### config.mk
export PLATFORM = sky130hd
export DESIGN_NAME = duart_bus_controller
export DESIGN_NICKNAME = d
export VERILOG_FILES = /design/src/rtl/duart_bus_controller.sv
export SDC_FILE = /design/constraint.sdc
export NUM_CORES = 1
export LEC_CHECK = 0
export CORE_AREA = 4 4 67 69
export DETAILED_ROUTE_END_ITERATION = 16
export DIE_AREA = 0 0 71 73
export GPL_TIMING_DRIVEN = 0
export PLACE_DENSITY = 0.84
export SYNTH_ARGS = -nofsm -noshare
export SYNTH_HDL_FRONTEND = slang
export SYNTH_SLANG_ARGS = --single-unit
### constraint.sdc
create_clock -name CLK -period 2.1 [get_ports CLK]
set_clock_uncertainty 0.15 [all_clocks]
set_input_delay 0.42 -clock CLK [delete_from_list [all_inputs] [get_ports CLK]]
set_output_delay 0.42 -clock CLK [all_outputs]
set_load 0.02 [all_outputs]
### src/rtl/duart_bus_controller.sv
// ----------------------------------------------------------------------------
// duart_bus_controller
//
// Host-bus cycle sequencer for the DUART register file. Synchronizes the
// asynchronous chip-select and interrupt-acknowledge inputs, latches the
// register index and direction at cycle start, and issues exactly one
// single-cycle read or write strobe per bus cycle. After WAIT_CYCLES it
// asserts DTACK_N and holds it until the host releases the cycle. A
// one-cycle RECOVER state follows every cycle, so a new cycle can never
// start from a stale synchronizer value.
//
// Parameters
//   WAIT_CYCLES : cycles between the strobe cycle and DTACK_N (0..15)
//   IACK_REG    : register index read during an interrupt-acknowledge cycle
//
// Ports
//   CLK      in   system clock, rising edge
//   RESET    in   synchronous active-high reset
//   CS_N     in   host chip select, active low, asynchronous
//   IACK_N   in   host interrupt acknowledge, active low, asynchronous
//   RW       in   direction (1 = read, 0 = write), sampled at cycle start
//   RS[3:0]  in   register select, sampled at cycle start
//   RD_STB   out  one-hot read strobe (registered)
//   WR_STB   out  one-hot write strobe (registered)
//   DOE      out  data-bus output enable during read acknowledge
//   DTACK_N  out  data transfer acknowledge, active low
//   IACK_CYC out  high in the strobe cycle of an interrupt-acknowledge cycle
// ----------------------------------------------------------------------------
module duart_bus_controller #(
   parameter int unsigned WAIT_CYCLES = 2,
   parameter logic [3:0]  IACK_REG    = 4'hC
) (
   input  logic        CLK,
   input  logic        RESET,
   input  logic        CS_N,
   input  logic        IACK_N,
   input  logic        RW,
   input  logic [3:0]  RS,
   output logic [15:0] RD_STB,
   output logic [15:0] WR_STB,
   output logic        DOE,
   output logic        DTACK_N,
   output logic        IACK_CYC
);

   typedef enum logic [2:0] {
      ST_IDLE,
      ST_STROBE,
      ST_WAIT,
      ST_ACK,
      ST_RECOVER
   } state_t;

   // Counter load value: WAIT is entered with WAIT_CYCLES-1 and leaves when
   // the counter reads zero, giving exactly WAIT_CYCLES cycles in WAIT.
   localparam logic [3:0] WAIT_LOAD = (WAIT_CYCLES > 0) ? 4'(WAIT_CYCLES - 1) : 4'd0;

   state_t      state_q, state_d;

   logic        cs_m_q, cs_s_q;
   logic        iack_m_q, iack_s_q;

   logic [3:0]  idx_q, idx_d;
   logic        read_q, read_d;
   logic        iack_q, iack_d;
   logic [3:0]  cnt_q, cnt_d;

   logic [15:0] rd_stb_q, rd_stb_d;
   logic [15:0] wr_stb_q, wr_stb_d;
   logic        doe_q, doe_d;
   logic        dtack_n_q, dtack_n_d;
   logic        iack_cyc_q, iack_cyc_d;

   logic        req_released;

   // Two-flop synchronizers, idle (high) out of reset.
   always_ff @(posedge CLK) begin
      if (RESET) begin
         cs_m_q   <= 1'b1;
         cs_s_q   <= 1'b1;
         iack_m_q <= 1'b1;
         iack_s_q <= 1'b1;
      end else begin
         cs_m_q   <= CS_N;
         cs_s_q   <= cs_m_q;
         iack_m_q <= IACK_N;
         iack_s_q <= iack_m_q;
      end
   end

   // The cycle ends on the input that started it, not on whichever is low.
   always_comb begin
      req_released = iack_q ? iack_s_q : cs_s_q;
   end

   always_ff @(posedge CLK) begin
      if (RESET) begin
         state_q    <= ST_IDLE;
         idx_q      <= '0;
         read_q     <= 1'b0;
         iack_q     <= 1'b0;
         cnt_q      <= '0;
         rd_stb_q   <= '0;
         wr_stb_q   <= '0;
         doe_q      <= 1'b0;
         dtack_n_q  <= 1'b1;
         iack_cyc_q <= 1'b0;
      end else begin
         state_q    <= state_d;
         idx_q      <= idx_d;
         read_q     <= read_d;
         iack_q     <= iack_d;
         cnt_q      <= cnt_d;
         rd_stb_q   <= rd_stb_d;
         wr_stb_q   <= wr_stb_d;
         doe_q      <= doe_d;
         dtack_n_q  <= dtack_n_d;
         iack_cyc_q <= iack_cyc_d;
      end
   end

   // Next-state logic
   always_comb begin
      state_d = state_q;
      idx_d   = idx_q;
      read_d  = read_q;
      iack_d  = iack_q;
      cnt_d   = cnt_q;

      unique case (state_q)
         ST_IDLE: begin
            // Host access has priority over interrupt acknowledge.
            if (!cs_s_q) begin
               state_d = ST_STROBE;
               idx_d   = RS;
               read_d  = RW;
               iack_d  = 1'b0;
            end else if (!iack_s_q) begin
               state_d = ST_STROBE;
               idx_d   = IACK_REG;
               read_d  = 1'b1;
               iack_d  = 1'b1;
            end
         end

         ST_STROBE: begin
            if (req_released) begin
               state_d = ST_RECOVER;
            end else if (WAIT_CYCLES > 0) begin
               state_d = ST_WAIT;
               cnt_d   = WAIT_LOAD;
            end else begin
               state_d = ST_ACK;
            end
         end

         ST_WAIT: begin
            // Abort takes precedence over completing the wait.
            if (req_released) begin
               state_d = ST_RECOVER;
            end else if (cnt_q == '0) begin
               state_d = ST_ACK;
            end else begin
               cnt_d = cnt_q - 4'd1;
            end
         end

         ST_ACK: begin
            if (req_released) begin
               state_d = ST_RECOVER;
            end
         end

         ST_RECOVER: begin
            state_d = ST_IDLE;
         end

         default: begin
            state_d = ST_IDLE;
         end
      endcase
   end

   // Outputs are decoded from the next state and registered, so each output
   // is a pure function of the current state with no input-to-output path.
   always_comb begin
      rd_stb_d   = '0;
      wr_stb_d   = '0;
      iack_cyc_d = 1'b0;
      doe_d      = 1'b0;
      dtack_n_d  = 1'b1;

      if (state_d == ST_STROBE) begin
         if (read_d) begin
            rd_stb_d = 16'h0001 << idx_d;
         end else begin
            wr_stb_d = 16'h0001 << idx_d;
         end
         iack_cyc_d = iack_d;
      end

      if (state_d == ST_ACK) begin
         dtack_n_d = 1'b0;
         doe_d     = read_d;
      end
   end

   assign RD_STB   = rd_stb_q;
   assign WR_STB   = wr_stb_q;
   assign DOE      = doe_q;
   assign DTACK_N  = dtack_n_q;
   assign IACK_CYC = iack_cyc_q;

endmodule
==> results of run 1 <==
-- metrics by stage --
step | instance area, µm² | util | total power [mW] | cells
floorplan | 1830 | - | 1.12 | 181
global placement | 2320 | 0.594 | 1.17 | 274
detailed placement | 2320 | 0.594 | 1.17 | 274
CTS | 2460 | 0.630 | 1.98 | 282
global route | 2470 | 0.631 | 2.02 | 282
finish | 2470 | 0.631 | 1.96 | 282
-- path summary, 6_finish.rpt --
| kind | slack (ns) | start | endpoint |
|---|---|---|---|
| worst max register to register | 0.14 | state_q[0] | RD_STB[10] |
| worst max-delay path | 0.14 | state_q[0] | RD_STB[10] |
| worst min register to register | 0.27 | cs_m_q | cs_s_q |
| worst min-delay path | 0.27 | cs_m_q | cs_s_q |
-- cell families after synthesis --
family,Yosys count,share of synthesized area
and+or+nand+nor,86,0.250
DFF,52,0.569
adders and majority gates,1,0.00683
muxes,3,0.0171
xor gates and xnor gates,1,0.00479
buffers and inverters,13,0.0335
AOI/OAI and AO/OA,25,0.119
-- cell type report --
type / count / area share
Sequential cell: 52 / 0.421
Timing Repair Buffer: 43 / 0.174
Tap cell: 50 / 0.0253
Multi-Input combinational cell: 116 / 0.299
Buffer: 6 / 0.0142
Clock inverter: 3 / 0.0278
Inverter: 7 / 0.0106
Clock buffer: 5 / 0.0278
-- sequential cells by signal, summed over array words and instances (netlist names), 3 cells and up --
signal	flops
WR_STB	16
RD_STB	16
state_q	3
idx_q	4
cnt_q	4
-- worst max-delay path: stages, from the launching register on --
cell,delay [ns]
dfxtp_1,0.34
buf_4,0.18
a2111oi_4,0.51
nor2_1,0.13
a22oi_2,0.44
nor2_1,0.10
-- report_power, final --
group	internal (mW)	total (mW)	leakage [nW]	switching, mW
Sequential	1.00	1.01	0.421	0.0109
Combinational	0.0559	0.140	0.412	0.0844
Clock	0.479	0.809	0.0687	0.330
Total	1.54	1.96	0.902	0.425
-- repair_timing --
| item | CTS | global route |
|---|---|---|
| buffers inserted | 0 | 0 |
| gates resized for setup | 1 | 1 |
| endpoints found under the setup margin | 1 | 8 |
-- synthesized netlist by cell type, types with 2 or more instances --
| cell | instances |
|---|---|
| nor3_1 | 5 |
| nor4_1 | 3 |
| a21oi_1 | 5 |
| nor3b_1 | 3 |
| a32oi_1 | 2 |
| a2111oi_4 | 2 |
| o21ai_0 | 5 |
| nand2_1 | 4 |
| clkbuf_1 | 2 |
| or2_2 | 5 |
| a211o_1 | 2 |
| inv_1 | 7 |
| mux2i_1 | 2 |
| nor2_2 | 3 |
| nor4b_1 | 2 |
| nor2_1 | 43 |
| buf_4 | 3 |
| dfxtp_1 | 52 |
| nand2b_1 | 3 |
| nand4_1 | 4 |
| a21o_1 | 2 |
-- cells in the final DEF (no fill, tap or decap), types with 3 or more instances in the layout --
master	instances
nor2_2	3
nor2_1	43
nor4_1	3
dfxtp_1	52
nor3b_1	3
nand2_1	4
clkbuf_8	5
buf_4	3
nor3_1	5
inv_1	7
clkdlybuf4s50_1	43
a21oi_1	4
or2_2	5
nand2b_1	3
nand4_1	4
o21ai_0	5
-- metal layers --
metal  vias to the layer above  part of all wire  global-route usage
li1                        724                 -                   -
met1                       658              0.44               0.160
met2                        45              0.48               0.252
met3                         7             0.065              0.0441
met4                         0             0.017              0.0647
met5                         -                 0                   0
==> results_dict.tcl, run 1 <==
set metrics [dict create \
    outcome "finished clean" \
    fin_crit_ns 1.96 \
    grtUsageTotal 0.144 \
    cts_tree "done" \
    pre_cts_ws_ns -0.0678 \
    first_pass_iters 4 \
    startpoint_type "flop" \
    coreArea_mm2 0.00391 \
    syn_area_mm2 0.00183 \
    htreeDepth 2 \
    netlist_instances 181 \
    max_freq_mhz 510 \
    synth_area_leader_cell "dfxtp_1" \
    vdd.ir_drop.worst_v 0.000490 \
    finalHoldViolCount 0 \
    cts_root_buffer "clkbuf_8" \
    crit_type "reg2reg" \
    tns_ns 0 \
    routed_wl_um 3570 \
    critPathCaptureType "flop" \
    ys.warnings.count 0 \
    ctsHoldBuffers 0 \
    fp.dieArea_mm2 0.00518 \
    holdCritPathClass "reg2reg" \
    dieWidth_um 71 \
    power_density_mw_per_mm2 794 \
    cts_sinks 52 \
    worstRegToRegCells 5 \
    slew_violations 0 \
    drive_gt1_frac 0.129 \
    whs_ns 0.265 \
    drc 0 \
    tightestPinTransition_ns 0.543 \
    io_buffers 43 \
    detail_route.wl_per_cell_um 12.7 \
    numCtsBuffers 5 \
    ios 44 \
    clock_path_buffers 2 \
    die-height_um 73 \
    area_delta_synth_final_pct 35.0 \
    synth_nets 191 \
    antenna_left 0 \
    holdPathStages 1 \
    start_util 0.468 \
    relSlewSlack 0.634 \
    clock_latency_ns 0.31 \
    antenna_found_initial 0 \
    yosys-top-cells-area "dfxtp_1 57%, nor2_1 8.8%, a2111oi_4 3.0%" \
    rsz0062_at_grt "no" \
    required_ns 2.14 \
    via_per_inst 5.09 \
    regArea_mm2 0.00104 \
    fill_cells 344 \
    multi_input_area_um2 738 \
    hpwl_um 2680 \
    finish.net_count 241 \
    grt_pass1_vias 1314 \
    grt_pass1_wl_um 5810 \
    initialDrtViolationCount 60 \
    n_antenna_cell 0 \
    cts.clk_slew.worst_paths_ns 0.09 \
    seq_area_frac_synth 0.569 \
    place_congestion 0.790 \
    setup_viol 0 \
    ys.flop_type "dfxtp_1" \
    worstPathArrival_ns 2.00 \
    grt_max_degree 18 \
    maxCapViolCount 0 \
    ys_ff_latch 52 \
    num_rows 23 \
    fin_ws_ns 0.141 \
    cp_max_fo 10 \
    gr-total-overflow 0 \
    vias 1434 \
    power_leakage_nw 0.902 \
    yosysTopAreaCellShare 0.569 \
    ys_types 43 \
    ys_async_sr_fraction 0 \
    avgSynthCellArea_um2 10.1 \
    post-route-period-util 0.933 \
    synth_edf_count 0 \
]
(Power assumes the default switching activity.)
==> inputs of run 2 (changes only) <==
CORE_AREA = 4 4 69 71   (was 4 4 67 69)
DIE_AREA = 0 0 73 75   (was 0 0 71 73)
PLACE_DENSITY = 0.8   (was 0.84)
==> results_dict.tcl, run 2 (same netlist as run 1, synthesis figures left out) <==
set metrics [dict create \
    outcome "finished clean" \
    num_rows 24 \
    setup_viol 0 \
    maxCapViolCount 0 \
    post-route-period-util 0.911 \
    layout_commonest_cell "dfxtp_1" \
    cts_sinks 52 \
    start_util 0.432 \
    pwr-share-clk 0.336 \
    regArea_mm2 0.00104 \
    fin_crit_ns 1.91 \
    finish.net_count 241 \
    n_antenna_cell 0 \
    routed_wl_um 3610 \
    ios 44 \
    max_freq_mhz 523 \
    power_density_mw_per_mm2 714 \
    cp_max_fo 7 \
    tns_ns 0 \
    worstPathArrival_ns 1.95 \
    slew_violations 0 \
    cts_tree "done" \
    intPower_mw 1.30 \
    slowest_delay_ns 0.48 \
    clock_path_buffers 2 \
    dpl_cell_area_mm2 0.00233 \
    area_delta_synth_final_pct 32.9 \
    first_pass_iters 4 \
    place_congestion 0.782 \
    mostFrequentLayoutCells "52 x dfxtp_1, 43 x nor2_1, 43 x clkdlybuf4s50_1, 7 x inv_1" \
    cts.clk_slew.worst_paths_ns 0.09 \
    tightestPinTransition_ns 0.566 \
    sequentialPowerShare 0.583 \
    grt_pass1_vias 1311 \
    combPwrFrac 0.080 \
    grt_pass1_wl_um 5980 \
    fp.dieArea_mm2 0.00548 \
    via_per_inst 4.98 \
    vias 1415 \
    gr-total-overflow 0 \
    final_cell_area_mm2 0.00243 \
    crit_chain "inv_1, ha_1, nor3b_1, a2111oi_4, mux2i_1, nor2_1" \
    grt_max_degree 19 \
    initialDrtViolationCount 59 \
    critPathSlowestCell "a2111oi_4" \
    required_ns 2.13 \
    drive_gt1_frac 0.129 \
    startpoint_type "flop" \
    dieWidth_um 73 \
    multi_input_area_um2 738 \
    vdd.ir_drop.worst_v 0.000369 \
    antenna_left 0 \
    drc 0 \
    grtUsageTotal 0.143 \
    cts_root_buffer "clkbuf_8" \
    detail_route.wl_per_cell_um 12.7 \
    swShare 0.250 \
    post_cts_buffers 0 \
    rsz0062_at_grt "no" \
    io_buffers 43 \
    relSlewSlack 0.619 \
    coreArea_mm2 0.00423 \
    holdCritPathClass "reg2reg" \
    crit_type "reg2reg" \
    critPathCaptureType "flop" \
    htreeDepth 2 \
    switchingPower_mw 0.434 \
    die-height_um 75 \
    clock_latency_ns 0.30 \
    numCtsBuffers 5 \
    hpwl_um 2830 \
    finalHoldViolCount 0 \
    antenna_found_initial 0 \
    power_leakage_nw 0.879 \
    fill_cells 363 \
]
[run 2: worst max-delay path, delay by kind of cell, from the launching register on]
kind / cells / cell delay (ns)
flip-flops: 1 / 0.37
multiplexers: 1 / 0.25
buffers and inverters: 1 / 0.07
AND/OR/NAND/NOR: 2 / 0.25
adder cells (fa/ha/maj): 1 / 0.23
AO/OA/AOI/OAI: 1 / 0.48
[run 2: layout make-up]
class                           instances  share of cell area
Inverter                                7              0.0108
Tap cell                               52              0.0267
Timing Repair Buffer                   43               0.177
Sequential cell                        52               0.428
Buffer                                  6              0.0144
Clock inverter                          3              0.0113
Multi-Input combinational cell        116               0.303
Clock buffer                            5              0.0283
[run 2: metrics by stage]
step | utilization | power (mW) | cells | worst slack (ns) | hold WS (ns)
3_5_place_dp | 0.549 | 1.17 | 276 | -0.0778 | 0.250
4_1_cts | 0.572 | 1.75 | 284 | 0.0359 | 0.273
3_3_place_gp | 0.549 | 1.17 | 276 | -0.0472 | 0.241
6_report | 0.574 | 1.74 | 284 | 0.186 | 0.270
2_1_floorplan | - | 1.12 | 181 | 0.321 | 0.239
5_1_grt | 0.574 | 1.81 | 284 | 0.00812 | 0.285
[run 2: power by group through the flow]
stage	clock network (mW)	logic [mW]	registers, mW
after global placement	0	0.134	1.04
final	0.584	0.140	1.01
after detailed placement	0	0.137	1.04
after global routing	0.641	0.154	1.02
after CTS	0.600	0.137	1.01
after floorplan	0	0.0807	1.04
[run 2: final timing paths]
path	start	to	slack, ns	cells past startpoint
max	cnt_q[0]	cnt_q[1]	0.19	6
min reg2reg	cs_m_q	cs_s_q	0.27	1
max reg2reg	cnt_q[0]	cnt_q[1]	0.19	6
min	cs_m_q	cs_s_q	0.27	1
[run 2: layer usage]
layer / up-vias / global-route usage / routed length [µm]
met1: 641 / 0.168 / 1540
li1: 721 / - / -
met5: - / 0 / 0
met4: 0 / 0.0615 / 57
met2: 47 / 0.248 / 1790
met3: 6 / 0.0334 / 226
[run 2: repair_timing]
action | 4_1_cts | 5_1_grt
hold endpoints to repair | 0 | 0
setup endpoints to repair | 0 | 23
resized for setup | 0 | 3
hold buffers | 0 | 0
==> inputs of run 3 (changes only) <==
CORE_AREA = 3 3 68 70   (was 4 4 69 71)
DIE_AREA = 0 0 71 73   (was 0 0 73 75)
HOLD_SLACK_MARGIN = 0.03   (was not set)
SKIP_CTS_REPAIR_TIMING = 1   (was not set)
==> results_dict.tcl, run 3 (same netlist as run 1, synthesis figures left out) <==
set metrics [dict create \
    outcome "finished clean" \
    pre_cts_ws_ns -0.0930 \
    tightestPinTransition_ns 0.525 \
    vias 1460 \
    cts.clk_slew.worst_paths_ns 0.10 \
    mostFrequentLayoutCells "52 x dfxtp_1, 43 x nor2_1, 43 x clkdlybuf4s50_1, 7 x inv_1" \
    rsz0062_at_grt "no" \
    cp_max_fo 7 \
    hpwl_um 2730 \
    switchingPower_mw 0.439 \
    finish.net_count 241 \
    combPwrFrac 0.081 \
    crit_type "reg2reg" \
    place_congestion 0.816 \
    clock_path_buffers 2 \
    via_per_inst 5.18 \
    num_rows 23 \
    totalPowerFinal_mw 1.74 \
    cts_tree "done" \
    fin_ws_ns 0.162 \
    required_ns 2.13 \
    finalHoldViolCount 0 \
    numCtsBuffers 5 \
    vdd.ir_drop.worst_v 0.000362 \
    grtUsageTotal 0.146 \
    whs_ns 0.275 \
    cts_root_buffer "clkbuf_8" \
    first_pass_iters 4 \
    tns_ns 0 \
    drive_gt1_frac 0.129 \
    antenna_found_initial 0 \
    max_freq_mhz 516 \
    intPower_mw 1.30 \
    setup_viol 0 \
    post-route-period-util 0.923 \
    slew_violations 0 \
    n_antenna_cell 0 \
    regArea_mm2 0.00104 \
    area_delta_synth_final_pct 32.7 \
    gr-total-overflow 0 \
    power_density_mw_per_mm2 717 \
    coreArea_mm2 0.00403 \
    holdCritPathClass "reg2reg" \
    maxCapViolCount 0 \
    multi_input_area_um2 738 \
    initialDrtViolationCount 82 \
    pwr-share-clk 0.338 \
    start_util 0.454 \
    dieWidth_um 71 \
    cts_sinks 52 \
    clock_latency_ns 0.30 \
    worstPathArrival_ns 1.97 \
    grt_pass1_wl_um 6000 \
    fill_cells 352 \
    swShare 0.252 \
    grt_max_degree 19 \
    grt_pass1_vias 1347 \
    antenna_left 0 \
    ios 44 \
    fin_crit_ns 1.94 \
    critPathCaptureType "flop" \
    detail_route.wl_per_cell_um 13.1 \
    power_leakage_nw 0.879 \
    drc 0 \
    die-height_um 73 \
    relSlewSlack 0.647 \
    htreeDepth 2 \
    sequentialPowerShare 0.581 \
    routed_wl_um 3700 \
    fp.dieArea_mm2 0.00518 \
    startpoint_type "flop" \
    io_buffers 43 \
    layout_commonest_cell "dfxtp_1" \
]
[run 3: power groups by stage]
stage                     logic, mW  clock network (mW)  registers, mW
final                         0.141               0.588           1.01
after global routing          0.154               0.637           1.02
after CTS                     0.139               0.597           1.01
after detailed placement      0.138                   0           1.04
after global placement        0.135                   0           1.04
after floorplan              0.0807                   0           1.04
[run 3: path summary, 6_finish.rpt]
kind         startpoint  endpoint  slack [ns]  cells after the start
max            cnt_q[0]  cnt_q[1]        0.16                      6
min            iack_m_q  iack_s_q        0.28                      1
max reg2reg    cnt_q[0]  cnt_q[1]        0.16                      6
min reg2reg    iack_m_q  iack_s_q        0.28                      1
[run 3: layout make-up]
class                           count  area share
Buffer                              6      0.0144
Clock buffer                        5      0.0283
Clock inverter                      3      0.0113
Inverter                            7      0.0108
Multi-Input combinational cell    116       0.304
Sequential cell                    52       0.428
Tap cell                           50      0.0257
Timing Repair Buffer               43       0.177
[run 3: routing by layer]
layer | vias to the layer above | part of all wire | global-route usage
li1 | 723 | - | -
met1 | 692 | 0.42 | 0.176
met2 | 39 | 0.50 | 0.257
met3 | 6 | 0.069 | 0.0372
met4 | 0 | 0.0097 | 0.0459
met5 | - | 0 | 0
[run 3: metrics by stage]
stage	utilization	cell area [µm²]	cells
2_1_floorplan	-	1830	181
3_3_place_gp	0.577	2320	274
3_5_place_dp	0.577	2320	274
4_1_cts	0.601	2420	282
5_1_grt	0.603	2430	282
6_report	0.603	2430	282
[run 3: worst max-delay path: stages (launching register included)]
cell and delay [ns]:
dfxtp_1 0.37, inv_1 0.07, ha_1 0.22, nor3b_1 0.18, a2111oi_4 0.55, mux2i_1 0.24
nor2_1 0.05
